### src/rtl/regfile_pkg.sv
// Shared definitions for the register file and its read-side dump sequencer:
// dump FSM state encodings and the address-width helper.
package regfile_pkg;

  typedef enum logic [1:0] {
    ST_IDLE = 2'd0,
    ST_LOAD = 2'd1,
    ST_SEND = 2'd2,
    ST_DONE = 2'd3
  } dump_state_e;

  // Address width for a given entry count; never narrower than one bit.
  function automatic int addr_width(input int depth);
    return (depth <= 2) ? 1 : $clog2(depth);
  endfunction

endpackage

### src/rtl/dump_addr_ctr.sv
// Modulo-DEPTH read address register for the dump sequencer: loads the range,
// steps with wrap-around and flags when the current address is the last one.
module dump_addr_ctr
  import regfile_pkg::*;
#(
  parameter  int DEPTH = 8,
  localparam int AW    = addr_width(DEPTH)
) (
  input  logic          clk,
  input  logic          rst,
  input  logic          i_load,
  input  logic [AW-1:0] i_first,
  input  logic [AW-1:0] i_last,
  input  logic          i_inc,
  output logic [AW-1:0] o_addr,
  output logic          o_at_last
);

  logic [AW-1:0] r_addr;
  logic [AW-1:0] r_last;

  // Out-of-range addresses only exist when DEPTH is not a power of two.
  function automatic logic [AW-1:0] clamp_addr(input logic [AW-1:0] a);
    logic [AW:0] ext;
    ext = {1'b0, a};
    return (ext > (AW+1)'(DEPTH - 1)) ? AW'(DEPTH - 1) : a;
  endfunction

  always_ff @(posedge clk or posedge rst) begin
    if (rst) begin
      r_addr <= '0;
      r_last <= '0;
    end else if (i_load) begin
      r_addr <= clamp_addr(i_first);
      r_last <= clamp_addr(i_last);
    end else if (i_inc) begin
      r_addr <= (r_addr == AW'(DEPTH - 1)) ? '0 : r_addr + 1'b1;
    end
  end

  assign o_addr    = r_addr;
  assign o_at_last = (r_addr == r_last);

endmodule

### src/rtl/regfile_dump_reader.sv
// Read-side dump sequencer: walks an inclusive, wrapping address range through
// one regfile read port and streams each word with its index on valid/ready.
module regfile_dump_reader
  import regfile_pkg::*;
#(
  parameter  int WIDTH = 16,
  parameter  int DEPTH = 8,
  localparam int AW    = addr_width(DEPTH)
) (
  input  logic             clk,
  input  logic             rst,
  input  logic             start,
  input  logic [AW-1:0]    first_addr,
  input  logic [AW-1:0]    last_addr,
  input  logic             abort,
  output logic [AW-1:0]    rd_addr,
  input  logic [WIDTH-1:0] rd_data,
  output logic             out_valid,
  input  logic             out_ready,
  output logic [WIDTH-1:0] out_data,
  output logic [AW-1:0]    out_index,
  output logic             out_last,
  output logic             busy,
  output logic             done
);

  dump_state_e      r_state;
  logic             r_out_valid;
  logic [WIDTH-1:0] r_out_data;
  logic [AW-1:0]    r_out_index;
  logic             r_out_last;
  logic             r_busy;
  logic             r_done;

  logic [AW-1:0]    w_addr;
  logic             w_at_last;
  logic             w_load;
  logic             w_inc;
  logic             w_handshake;

  assign w_handshake = r_out_valid && out_ready;
  assign w_load      = (r_state == ST_IDLE) && start && !abort;
  assign w_inc       = (r_state == ST_SEND) && !abort && w_handshake && !r_out_last;

  dump_addr_ctr #(
    .DEPTH(DEPTH)
  ) u_addr_ctr (
    .clk      (clk),
    .rst      (rst),
    .i_load   (w_load),
    .i_first  (first_addr),
    .i_last   (last_addr),
    .i_inc    (w_inc),
    .o_addr   (w_addr),
    .o_at_last(w_at_last)
  );

  always_ff @(posedge clk or posedge rst) begin
    if (rst) begin
      r_state     <= ST_IDLE;
      r_out_valid <= 1'b0;
      r_out_data  <= '0;
      r_out_index <= '0;
      r_out_last  <= 1'b0;
      r_busy      <= 1'b0;
      r_done      <= 1'b0;
    end else begin
      r_done <= 1'b0;
      if (r_state != ST_IDLE && abort) begin
        // Abort wins over any handshake in the same cycle and suppresses done.
        r_state     <= ST_IDLE;
        r_out_valid <= 1'b0;
        r_out_last  <= 1'b0;
        r_busy      <= 1'b0;
      end else begin
        case (r_state)
          ST_IDLE: begin
            if (w_load) begin
              r_state <= ST_LOAD;
              r_busy  <= 1'b1;
            end
          end
          ST_LOAD: begin
            // The word is captured here, so a same-edge regfile write is not seen.
            r_out_data  <= rd_data;
            r_out_index <= w_addr;
            r_out_last  <= w_at_last;
            r_out_valid <= 1'b1;
            r_state     <= ST_SEND;
          end
          ST_SEND: begin
            if (w_handshake) begin
              r_out_valid <= 1'b0;
              if (r_out_last) begin
                r_state <= ST_DONE;
                r_done  <= 1'b1;
              end else begin
                r_state <= ST_LOAD;
              end
            end
          end
          ST_DONE: begin
            r_state <= ST_IDLE;
            r_busy  <= 1'b0;
          end
          default: begin
            r_state <= ST_IDLE;
            r_busy  <= 1'b0;
          end
        endcase
      end
    end
  end

  assign rd_addr   = w_addr;
  assign out_valid = r_out_valid;
  assign out_data  = r_out_data;
  assign out_index = r_out_index;
  assign out_last  = r_out_last;
  assign busy      = r_busy;
  assign done      = r_done;

endmodule

### config.mk
export PLATFORM = sky130hd
export DESIGN_NAME = regfile_dump_reader
export DESIGN_NICKNAME = d
export VERILOG_FILES = /design/src/rtl/regfile_pkg.sv /design/src/rtl/dump_addr_ctr.sv /design/src/rtl/regfile_dump_reader.sv
export SDC_FILE = /design/constraint.sdc
export NUM_CORES = 1
export LEC_CHECK = 0
export CELL_PAD_IN_SITES_DETAIL_PLACEMENT = 1
export CELL_PAD_IN_SITES_GLOBAL_PLACEMENT = 1
export CORE_UTILIZATION = 37
export CTS_CLUSTER_DIAMETER = 30
export DETAILED_ROUTE_END_ITERATION = 12
export PLACE_DENSITY = 0.84
export SETUP_SLACK_MARGIN = 0.02
export SLEW_MARGIN = 20
export SYNTH_ARGS = -nofsm -noshare
export SYNTH_HDL_FRONTEND = slang
export SYNTH_SLANG_ARGS = --single-unit
### constraint.sdc
create_clock -name clk -period 4.7 [get_ports clk]
set_input_delay 1.41 -clock clk [delete_from_list [all_inputs] [get_ports clk]]
set_output_delay 1.41 -clock clk [all_outputs]
set_load 0.05 [all_outputs]
==> Yosys cells after proc, flatten, opt, wreduce, memory -nomap -nowiden <==
Index checks and enable logic that the tools add are counted.
{ "totals": {"in_bits": 27, "ff_bits": 31, "wordCells": 57, "out_inout_bits": 26} }
{ "classes": {"eq_ne": 7, "muxes": 20, "n_addsub": 1, "reduce_logical": 19, "bitwise_logic": 1} }
{ "ops": {"columns": ["cell", "n"], "rows": [
  ["$mux 1", 10],
  ["$mux 3", 3],
  ["$mux 2", 4],
  ["$pmux 2 s4", 1],
  ["$reduce_and 2->1", 4],
  ["$logic_and 1x1->1", 7],
  ["$reduce_bool 2->1", 3],
  ["$reduce_bool 3->1", 2],
  ["$eq 2x2->1 const B", 2],
  ["$pmux 1 s2", 2],
  ["$add 3x1->3 const B", 1],
  ["$eq 3x3->1", 1],
  ["$eq 3x3->1 const B", 1],
  ["$ne 3x1->1 const B", 1],
  ["$ne 3x2->1 const B", 1],
  ["$eq 2x1->1 const B", 1],
  ["$logic_not 1->1", 2],
  ["$logic_not 2->1", 1],
  ["$not 1->1", 1]
]} }

==> Depth between registers and ports, before layout <==
Gate-level depths: netlist (run 1).
{ "depth": {"ltp_word": 6, "mapped_depth": 7, "depth_no_buf": 5} }

==> Cells and area by module <==
Synthesis (run 1) repeated with hierarchy kept, for this count alone.
{ "unflattened": {"cells_unflattened": 111, "area_unflattened_um2": 1500.2} }
{ "modules_own_cells": {"columns": ["module", "instances", "cells_each", "area_per_inst_um2"], "rows": [
  ["regfile_dump_reader", 1, 82, 1174.9],
  ["dump_addr_ctr", 1, 29, 325.3]
]} }

==> Worst setup path before layout (run 1) <==
OpenSTA, ideal clock, no wires.
{ "synth_timing": {"path_kind": "input port to flip-flop", "start": "input abort", "end": "register r_out_data[0] (netlist: out_data[0])", "setup_slack_ns": 2.425, "required_ns": 4.575, "path_buffers": 2, "setup_time_ns": 0.125, "cell_stages": 5, "t_arrival_ns": 2.150, "cell_sequence": "nand2b_1 > buf_6 > nand2_8 > buf_6 > mux2_4"} }
{ "synth_via": {"elab_chain_len": 3} }
{ "synth_rtl": {"columns": ["item", "line", "source"], "rows": [
  ["start: declaration", "regfile_dump_reader.sv:15", "input logic abort,"],
  ["$logic_and 1x1->1", "regfile_dump_reader.sv:69", "if (r_state != ST_IDLE && abort) begin"],
  ["$not 1->1 (no line)", null, null],
  ["$reduce_and 2->1 (no line)", null, null],
  ["end signal: assignment", "regfile_dump_reader.sv:85", "r_out_data <= rd_data;"],
  ["end: declaration", "regfile_dump_reader.sv:29", "logic [WIDTH-1:0] r_out_data;"]
]} }
Every way passes these cells.
A chain may end at the register's enable or synchronous reset.

==> Final worst setup path (run 1) <==
{ "layout_timing": {"start": "register u_addr_ctr.r_addr[0] (netlist: u_addr_ctr.o_addr[0])", "end": "output rd_addr[0]"} }
{ "layout_lines": {"columns": ["item", "line", "source"], "rows": [
  ["start: declaration", "dump_addr_ctr.sv:19", "logic [AW-1:0] r_addr;"],
  ["start signal: assignment", "dump_addr_ctr.sv:34", "r_addr <= clamp_addr(i_first);"],
  ["start signal: assignment", "dump_addr_ctr.sv:37", "r_addr <= (r_addr == AW'(DEPTH - 1)) ? '0 : r_addr + 1'b1;"],
  ["end: declaration", "regfile_dump_reader.sv:16", "output logic [AW-1:0] rd_addr,"]
]} }
No word-level cell between the ends.

==> results of run 1 <==
-- flip-flops by register name (all words and copies together), names as in the netlist --
signal	cells
out_valid	1
r_state	2
out_index	3
u_addr_ctr.r_last	3
u_addr_ctr.o_addr	3
out_data	16
done	1
out_last	1
busy	1
-- logic make-up (layout without fill, tap and decap cells) --
family / count (synthesis) / after routing / synth area share
adders and majority gates: 7 / 7 / 0.05766
DFF: 31 / 31 / 0.5107
buffers and inverters: 9 / 66 / 0.03294
and+or+nand+nor: 32 / 32 / 0.1153
muxes: 21 / 21 / 0.1787
AOI/OAI and AO/OA: 19 / 19 / 0.08732
xor gates and xnor gates: 3 / 3 / 0.01730
-- cell type report --
class | instances | area, sq um | share of cell area
multi-input cells | 82 | 693.2 | 0.3219
clock inverters | 1 | 5.005 | 0.002324
well taps | 48 | 60.06 | 0.02789
repair buffers | 52 | 520.5 | 0.2417
inverters | 6 | 22.52 | 0.01046
flip-flops and latches | 31 | 775.7 | 0.3603
clock buffers | 7 | 76.32 | 0.03544
-- metal layers --
metal / track usage / wire, microns
met5: 0 / 0
met4: 0.07181 / 48
met3: 0.06379 / 193
met2: 0.3546 / 2052
met1: 0.2227 / 1617
-- worst paths after layout --
check,startpoint,end,slack (ns),cells past startpoint
hold / removal,out_data[15],out_data[15],0.50,1
hold reg to reg,out_data[15],out_data[15],0.50,1
max in group asynchronous,rst,out_data[10],2.72,2
min in group asynchronous,rst,out_data[13],1.55,2
setup / recovery,u_addr_ctr.o_addr[0],rd_addr[0],1.70,1
setup reg to reg,r_state[0],out_data[6],2.71,5
-- power groups by stage --
| stage | clock (mW) | combinational (mW) | sequential (mW) |
|---|---|---|---|
| 2_1_floorplan | 0 | 0.418 | 0.861 |
| 6_report | 0.199 | 1.10 | 0.501 |
| 3_5_place_dp | 0 | 1.11 | 0.507 |
| 5_1_grt | 0.216 | 1.17 | 0.519 |
| 3_3_place_gp | 0 | 1.08 | 0.496 |
| 4_1_cts | 0.207 | 1.12 | 0.502 |
-- cells in the final DEF (no fill, tap or decap), drive strengths merged, types with 2 or more instances in the layout --
cell type,n
o21ai,4
a22oi,2
o22ai,2
a21oi,2
clkdlybuf4s50,52
dfrtp,31
nor2,6
mux2,19
nand3b,2
ha,7
and3b,2
mux2i,2
xnor2,3
nand2b,2
clkbuf,7
a32o,3
inv,6
nand2,15
a31oi,3
-- stage by stage --
stage	setup WS, ns	utilization
2_1_floorplan	2.425	-
3_3_place_gp	1.704	0.5455
3_5_place_dp	1.596	0.5455
4_1_cts	1.681	0.5669
5_1_grt	1.653	0.5669
6_report	1.700	0.5669
==> results.md, run 1 <==
- Status: finished clean
- Worst slew margin relative to its limit: 0.5649
- Critical Path Source Type: register
- MaxCap Viol Count: 0
- Design area: 0.002153 sq mm
- CTS tree: built
- Via count: 1,164
- Worst-path cell chain: clkdlybuf4s50_1
- Yosys reg bits: 31
- Worst Setup End Kind: output port
- Routed vias/inst: 5.128
- Least-Margin Pin Slew: 0.6517 ns
- Final net count: 212
- Distinct cells, synth: 30
- Switch share: 0.4697
- Initial core utilization: 0.3999
- Max Clk Rate: between 300 and 400 MHz
- DRC violations left: 0
- Unrepaired setup endpoints after global routing: no
- Post-cts resize count: 0
- Mapped cell area: 0.001519 sq mm
- I/O Buffers: 52
- Detail Placement HPWL: approximately 2900 microns
- Ports: 53
- Hold Violations, Final: 0
- Filler cells: between 400 and 500
- Sink Count: 31
- Net Switching: 0.8468 mW
- Crit-path leading delay family: buffers and inverters
- DR iter-0 viols: 20
- Minimum clock period after layout: ~3 ns
- Critical path class: reg -> out
- Fraction of layout cells with a size suffix above 1: 0.1676
- WL final: roughly 3900 microns
- Critical path buffers and inverters: 1
- Synthesized netlist cell count: between 100 and 150
- Max rail drop VDD: 0.2732 mV
- ANT cells: 0
- Yosys top cell area share: 0.5107
- Mapped Avg Cell Area: 12.45 sq um
- Die H: 66.07 microns
- Highest-delay cell along the critical path: clkdlybuf4s50_1
- First-pass GRT wire length: 6251 microns
- Crit path max fanout: 6
- Inserted Clock Buffers: 5
- Worst Hold Class: reg -> reg
- Top post-synthesis cells by count: dfrtp_1 (31), nand2_1 (14), mux2_4 (10)
- Seq pwr share: 0.278
- Non-Filler Instances: 227
- First-pass iteration count of the detailed router: 4
- CP peak stage delay: 0.84 ns
- Largest net degree at the start of global routing: 32
- Clock Latency Late Sink: 0.29 ns
- Clock network fraction of design power: 0.110
- Synth warn: 0
- Final critical-path share of the clock period: 0.6383
- Antenna viol nets, final: 0
- Top-count cell post-synth: dfrtp_1
- Layout area overhead: 41.76%
- Dominant synthesized flop cell: dfrtp_1
- Initial antenna violation count: 0
- Post-synth EDFFs: 0
- Hold WS: 0.5043 ns
- Pwr per Cell Area: between 800 and 900 mW/mm^2
- H-Tree Depth: 2
- Clock Tree Buf Depth: 2
- Setup Fix Bufs, Post-CTS: 0
- Remaining global-route overflow: 0
- Slew Limit Fails: 0
- Comb power frac: 0.612
- Mapped Nets: 156
- Worst path arrival time: 1.59 ns
- DP Cell Count: 219
- Total design power: 1.803 mW
- Ys async rst share: 1.000
- Largest cells by area after synthesis: dfrtp_1 (51%), mux2_4 (9.9%), mux2_2 (6.7%)
- Setup TNS: 0 ns
- DP Area: 0.002072 sq mm
- WP data required: 3.29 ns
- Vias in the first global route: about 1,200
- Clock skew: 0.009513 ns
- Hold buffers post-CTS: 0
- Placer Congestion: a little under 0.9
- WL per Instance: 17.23 microns
- Power Internal: 0.9560 mW
- Die area: 0.004365 sq mm
- Setup violations, final: 0
- Clock root buffer: clkbuf_8
- Site Rows: 22
- Clock Pin Slew Worst Setup and Hold Paths: 0.06 ns
- Pleak: 0.9452 nW
- Area leader, netlist: dfrtp_1
- GRT Total Usage: 0.2001
- Seq/Total Area, Yosys: 0.5107
- Die Wd: 66.07 microns
- Core box area: 0.003799 sq mm
Note: power is estimated with default switching activity, not from simulation.
==> inputs of run 2 (changes only) <==
--- a/config.mk
+++ b/config.mk
@@ -7,10 +7,10 @@
 export LEC_CHECK = 0
 export CELL_PAD_IN_SITES_DETAIL_PLACEMENT = 1
 export CELL_PAD_IN_SITES_GLOBAL_PLACEMENT = 1
-export CORE_UTILIZATION = 37
+export CORE_UTILIZATION = 34
 export CTS_CLUSTER_DIAMETER = 30
 export DETAILED_ROUTE_END_ITERATION = 12
-export PLACE_DENSITY = 0.84
+export PLACE_DENSITY = 0.78
 export SETUP_SLACK_MARGIN = 0.02
 export SLEW_MARGIN = 20
 export SYNTH_ARGS = -nofsm -noshare
==> constraint.sdc (replaced) <==
create_clock -name clk -period 2.9 [get_ports clk]
set_input_delay 0.87 -clock clk [delete_from_list [all_inputs] [get_ports clk]]
set_output_delay 0.87 -clock clk [all_outputs]
set_load 0.05 [all_outputs]
==> run 2 against run 1 <==
  * Clock skew decreased by 0.0055 ns
  * Critical path depth stayed put
  * Worst hold slack improved by 0.0020 ns
  * Die area rose by 8.6%
  * Largest power group unchanged
  * First-iteration DRC count up 80%
  * Highest routed layer unchanged
==> results.md, run 2 (synthesis results as in run 1) <==
- Site Rows: 23 (was 22)
- Setup Fix Bufs, Post-CTS: 0 (unchanged)
- WL final: 3753 microns (was 3912 microns)
- HP Start: u_addr_ctr.r_last[0] (was out_data[15])
- Worst Setup End Kind: output port (unchanged)
- Max Clk Rate: 407.6 MHz
- Status: finished clean (unchanged)
- Max reg flops: 16 (unchanged)
- Least-Margin Pin Slew: 0.5238 ns (was 0.6517 ns)
- Pre-CTS WS: 0.3241 ns (was 1.596 ns)
- Pwr per Cell Area: 1384 mW/mm^2 (was 837.2 mW/mm^2)
- H-Tree Depth: 2 (unchanged)
- Die area: 0.004739 sq mm (was 0.004365 sq mm)
- Commonest non-fill, non-tap cell in the layout: clkdlybuf4s50_1 (unchanged)
- DR iter-0 viols: 36 (was 20)
- Detail Placement HPWL: 2780 microns (was 2927 microns)
- Minimum clock period after layout: 2.453 ns
- I/O Buffers: 52 (unchanged)
- MaxCap Viol Count: 0 (unchanged)
- Worst-path cell chain: clkdlybuf4s50_1 (unchanged)
- Layout area overhead: 44.81% (was 41.76%)
- Highest-delay cell along the critical path: clkdlybuf4s50_1 (unchanged)
- Routed vias/inst: 4.996 (was 5.128)
- WP data required: 2.03 ns (was 3.29 ns)
- Unrepaired setup endpoints after global routing: no (unchanged)
- Crit path max fanout: 6 (unchanged)
- Ports: 53 (unchanged)
- Reg2Reg Depth: 5 (unchanged)
- Largest net degree at the start of global routing: 32 (unchanged)
- Final net count: 213 (was 212)
- Placer Congestion: 0.7757 (was 0.8814)
- Final WS setup: 0.4469 ns (was 1.700 ns)
- Worst slew margin relative to its limit: 0.6497 (was 0.5649)
- Sink Count: 31 (unchanged)
- Die Wd: 68.84 microns (was 66.07 microns)
- CP peak stage delay: 0.85 ns (was 0.84 ns)
- FF-to-FF End: out_data[5] (was out_data[6])
- Core box area: 0.004144 sq mm (was 0.003799 sq mm)
- DRC violations left: 0 (unchanged)
- Final critical-path share of the clock period: 0.8459
- Post-cts resize count: 0 (unchanged)
- Crit-path leading delay family: buffers and inverters (unchanged)
- Via count: 1,149 (was 1,164)
- Hold Violations, Final: 0 (unchanged)
- Inserted Clock Buffers: 5 (unchanged)
- Clock skew: 0.003983 ns (was 0.009513 ns)
- Fraction of layout cells with a size suffix above 1: 0.1778 (was 0.1676)
- Remaining global-route overflow: 0 (unchanged)
- Hold Path Sink: u_addr_ctr.r_last[0] (was out_data[15])
- Critical Path Source Type: register (unchanged)
- WL per Instance: 16.32 microns (was 17.23 microns)
- Initial core utilization: 0.3665 (was 0.3999)
- Pleak: 0.9701 nW (was 0.9452 nW)
- Hold WS: 0.5063 ns (was 0.5043 ns)
- Setup slack, reg-to-reg: 0.87 ns (was 2.71 ns)
- Max rail drop VDD: 0.5312 mV (was 0.2732 mV)
- Reg2Reg Launch Point: r_state[1] (was r_state[0])
- GRT Total Usage: 0.1710 (was 0.2001)
- First-pass GRT wire length: 5809 microns (was 6251 microns)
- Hold Path Stages: 2 (was 1)
- Initial antenna violation count: 0 (unchanged)
- Setup TNS: 0 ns (unchanged)
- Clock Tree Buf Depth: 2 (unchanged)
- First-pass iteration count of the detailed router: 4 (unchanged)
- Critical path class: reg -> out (unchanged)
- Commonest non-fill, non-tap cells in the layout: clkdlybuf4s50_1 (52), dfrtp_1 (31), nand2_1 (14), mux2_4 (10), mux2_2 (9) (unchanged)
- Clock Latency Late Sink: 0.28 ns (was 0.29 ns)
- Antenna viol nets, final: 0 (unchanged)
- Slew Limit Fails: 0 (unchanged)
- Worst path arrival time: 1.58 ns (was 1.59 ns)
- Clock Pin Slew Worst Setup and Hold Paths: 0.07 ns (was 0.06 ns)
- Clock root buffer: clkbuf_8 (unchanged)
- Vias in the first global route: 1,175 (was 1,223)
- Die H: 68.84 microns (was 66.07 microns)
- CTS tree: built (unchanged)
- Worst Hold Class: reg -> reg (unchanged)
- Critical path buffers and inverters: 1 (unchanged)
- Hold buffers post-CTS: 0 (unchanged)
- Setup violations, final: 0 (unchanged)
- ANT cells: 0 (unchanged)
[run 2: changes by cell type in the layout (fill, tap and decap cells not counted), sizes merged]
| cell | previous run | this run |
|---|---|---|
| clkbuf | 7 | 6 |
| bufinv | 0 | 1 |
| buf | 0 | 1 |
[run 2: cell type report]
class	instances	area (sq um)
clock buffer	6	82.58
tap	50	62.56
inverter	6	22.52
clock inverter	2	35.03
timing repair buffer	53	528.0
sequential	31	775.7
multi-input combinational	82	693.2
fill	444	1944
[run 2: through the flow]
| step | utilization | instance area [sq um] | std cells | total power [mW] |
|---|---|---|---|---|
| after floorplan | - | 1519 | 122 | 2.073 |
| after global placement | 0.5024 | 2082 | 222 | 2.556 |
| after detailed placement | 0.5024 | 2082 | 222 | 2.614 |
| after CTS | 0.5308 | 2200 | 230 | 3.070 |
| after global routing | 0.5308 | 2200 | 230 | 3.211 |
| final | 0.5308 | 2200 | 230 | 3.044 |
[run 2: worst max path at each step]
stage / from / endpoint / slack [ns] / cells past startpoint
2_1_floorplan: u_addr_ctr.o_addr[0] / u_addr_ctr.o_addr[0] / 1.14 / 4
3_3_place_gp: abort / out_index[2] / 0.45 / 4
3_5_place_dp: abort / out_data[5] / 0.32 / 4
4_1_cts: u_addr_ctr.o_addr[0] / rd_addr[0] / 0.43 / 1
5_1_grt: u_addr_ctr.o_addr[1] / rd_addr[1] / 0.39 / 1
6_report: u_addr_ctr.o_addr[0] / rd_addr[0] / 0.45 / 1
[run 2: report_power, final]
part	switching [mW]	internal, mW
combinational	1.05	0.737
clock	0.167	0.278
sequential	0.167	0.644
total	1.38	1.66
[run 2: metal layers]
metal | part of all wire | vias up | track usage
li1 | - | 540 | -
met1 | 0.44 | 557 | 0.2161
met5 | 0 | - | 0
met2 | 0.46 | 46 | 0.2779
met4 | 0.011 | 0 | 0.06122
met3 | 0.087 | 6 | 0.04770
==> inputs of run 3 (changes only) <==
==> constraint.sdc (replaced) <==
create_clock -name clk -period 2.34 [get_ports clk]
set_input_delay 0.702 -clock clk [delete_from_list [all_inputs] [get_ports clk]]
set_output_delay 0.702 -clock clk [all_outputs]
set_load 0.05 [all_outputs]
==> run 3 against run 2 <==
  * Global-route usage shrank 0.17 points
  * Sequential power increased by 23%
  * Clock-buffer cell count rose by 2
  * Non-clock buffer count rose by 3
  * Sequential share of layout area unchanged
  * Wire length decreased by 2.3%
  * Clock power increased by 6.5%
  * Worst hold slack worse by 0.0054 ns
  * Flip-flop and latch count unchanged
  * Die area stayed put
  * Largest cell class unchanged
  * Highest routed layer unchanged
==> results.md, run 3 (synthesis results as in run 1) <==
- Status: finished clean (unchanged)
- Register area: 775.7 sq um (unchanged)
- Max reg flops: 16 (unchanged)
- Ports: 53 (unchanged)
- Final net count: 216 (was 213)
- HP Start: u_addr_ctr.r_last[1] (was u_addr_ctr.r_last[0])
- Hold Path Sink: u_addr_ctr.r_last[1] (was u_addr_ctr.r_last[0])
- Inserted Clock Buffers: 5 (unchanged)
- Die Wd: 68.84 microns (unchanged)
- Sink Count: 31 (unchanged)
- Clock root buffer: clkbuf_8 (unchanged)
- Worst slew margin relative to its limit: 0.6475 (was 0.6497)
- Design area: 0.002200 sq mm (unchanged)
- Pleak: 0.9753 nW (was 0.9701 nW)
- Clock Latency Late Sink: 0.29 ns (was 0.28 ns)
- WL final: 3668 microns (was 3753 microns)
- Clock skew: 0.005731 ns (was 0.003983 ns)
- WL per Instance: 15.74 microns (was 16.32 microns)
- Commonest non-fill, non-tap cells in the layout: clkdlybuf4s50_1 (50), dfrtp_1 (31), nand2_1 (14), mux2_4 (10), mux2_2 (9) (was clkdlybuf4s50_1 (52), dfrtp_1 (31), nand2_1 (14), mux2_4 (10), mux2_2 (9))
- Core box area: 0.004144 sq mm (unchanged)
- Setup Fix Bufs, Post-CTS: 0 (unchanged)
- Fraction of layout cells with a size suffix above 1: 0.1967 (was 0.1778)
- Crit-path leading delay family: buffers and inverters (unchanged)
- Remaining global-route overflow: 0 (unchanged)
- Critical path buffers and inverters: 1 (unchanged)
- Antenna viol nets, final: 0 (unchanged)
- Hold WS: 0.5009 ns (was 0.5063 ns)
- Multi-input gate area: 693.2 sq um (unchanged)
- Hold Violations, Final: 0 (unchanged)
- Routed vias/inst: 4.957 (was 4.996)
- First-pass GRT wire length: 5630 microns (was 5809 microns)
- Final critical-path share of the clock period: 0.9602
- FF-to-FF End: out_data[3] (was out_data[5])
- GRT Total Usage: 0.1693 (was 0.1710)
- MaxCap Viol Count: 0 (unchanged)
- Pre-CTS WS: -0.01673 ns (was 0.3241 ns)
- Reg2Reg Depth: 5 (unchanged)
- Reg2Reg Launch Point: r_state[1] (unchanged)
- Die area: 0.004739 sq mm (unchanged)
- Worst-path cell chain: clkdlybuf4s50_1 (unchanged)
- Worst Setup End Kind: output port (unchanged)
- Setup TNS: 0 ns (unchanged)
- Post-cts resize count: 0 (unchanged)
- Final WS setup: 0.09323 ns (was 0.4469 ns)
- Critical Path Source Type: register (unchanged)
- Setup violations, final: 0 (unchanged)
- Clock Tree Buf Depth: 2 (unchanged)
- Initial core utilization: 0.3665 (unchanged)
- Commonest non-fill, non-tap cell in the layout: clkdlybuf4s50_1 (unchanged)
- DP Area: 0.002100 sq mm (was 0.002082 sq mm)
- Initial antenna violation count: 0 (unchanged)
- Hold Path Stages: 2 (unchanged)
- CTS tree: built (unchanged)
- First-pass iteration count of the detailed router: 4 (unchanged)
- I/O Buffers: 52 (unchanged)
- Hold buffers post-CTS: 0 (unchanged)
- DR iter-0 viols: 50 (was 36)
- Total design power: 3.705 mW (was 3.044 mW)
- Critical path class: reg -> out (unchanged)
- ANT cells: 0 (unchanged)
- Worst path arrival time: 1.54 ns (was 1.58 ns)
- Filler cells: 441 (was 444)
- Layout area overhead: 44.81% (unchanged)
- Die H: 68.84 microns (unchanged)
- Setup slack, reg-to-reg: 0.35 ns (was 0.87 ns)
- Site Rows: 23 (unchanged)
- Clock Pin Slew Worst Setup and Hold Paths: 0.07 ns (about the same)
- Least-Margin Pin Slew: 0.5271 ns (was 0.5238 ns)
- CP peak stage delay: 0.83 ns (was 0.85 ns)
- Crit path max fanout: 6 (unchanged)
- Max rail drop VDD: 0.6986 mV (was 0.5312 mV)
- Max Clk Rate: 445.1 MHz
- Slew Limit Fails: 0 (unchanged)
- Via count: 1,155 (was 1,149)
- H-Tree Depth: 2 (unchanged)
- Largest net degree at the start of global routing: 32 (unchanged)
- Minimum clock period after layout: 2.247 ns
- Worst Hold Class: reg -> reg (unchanged)
- Vias in the first global route: 1,221 (was 1,175)
- Detail Placement HPWL: 2784 microns (was 2780 microns)
- Highest-delay cell along the critical path: clkdlybuf4s50_1 (unchanged)
- WP data required: 1.64 ns (was 2.03 ns)
- DRC violations left: 0 (unchanged)
- Placer Congestion: 0.8135 (was 0.7757)
- Pwr per Cell Area: 1684 mW/mm^2 (was 1384 mW/mm^2)
- Unrepaired setup endpoints after global routing: no (unchanged)
==> run 3: cell count changes in the layout (fill, tap and decap cells not counted), sizes merged <==
cell	previous run	this run
buf	1	6
clkbuf	6	8
clkdlybuf4s50	52	50
bufinv	1	0
clkinv	1	0
==> run 3: worst max path at each step <==
stage,start,to,cells after the start
floorplan,u_addr_ctr.o_addr[0],u_addr_ctr.o_addr[0],4
global placement,abort,out_data[15],4
detailed placement,abort,out_data[5],4
CTS,out_valid,out_valid,1
global route,out_valid,out_valid,1
finish,out_valid,out_valid,1
==> run 3: per-layer routing <==
layer / routed length, microns / global-route usage
met3: 332 / 0.06250
met1: 1612 / 0.2027
met2: 1680 / 0.2731
met4: 42 / 0.06888
met5: 0 / 0
==> run 3: where the power goes <==
group	switching [mW]	total (mW)	internal, mW
logic	1.31	2.24	0.929
registers	0.195	0.994	0.799
clock network	0.206	0.474	0.268
total	1.71	3.70	2.00
==> run 3: layout make-up <==
class                   count  area share
well taps                  50     0.02844
repair buffers             56      0.2480
flip-flops and latches     31      0.3527
multi-input cells          82      0.3151
clock buffers               8     0.04551
inverters                   6     0.01024
==> run 3: stage by stage <==
step                      utilization  cells
after floorplan                     -    122
after global placement         0.5066    225
after detailed placement       0.5066    225
after CTS                      0.5308    233
after global routing           0.5308    233
final                          0.5308    233
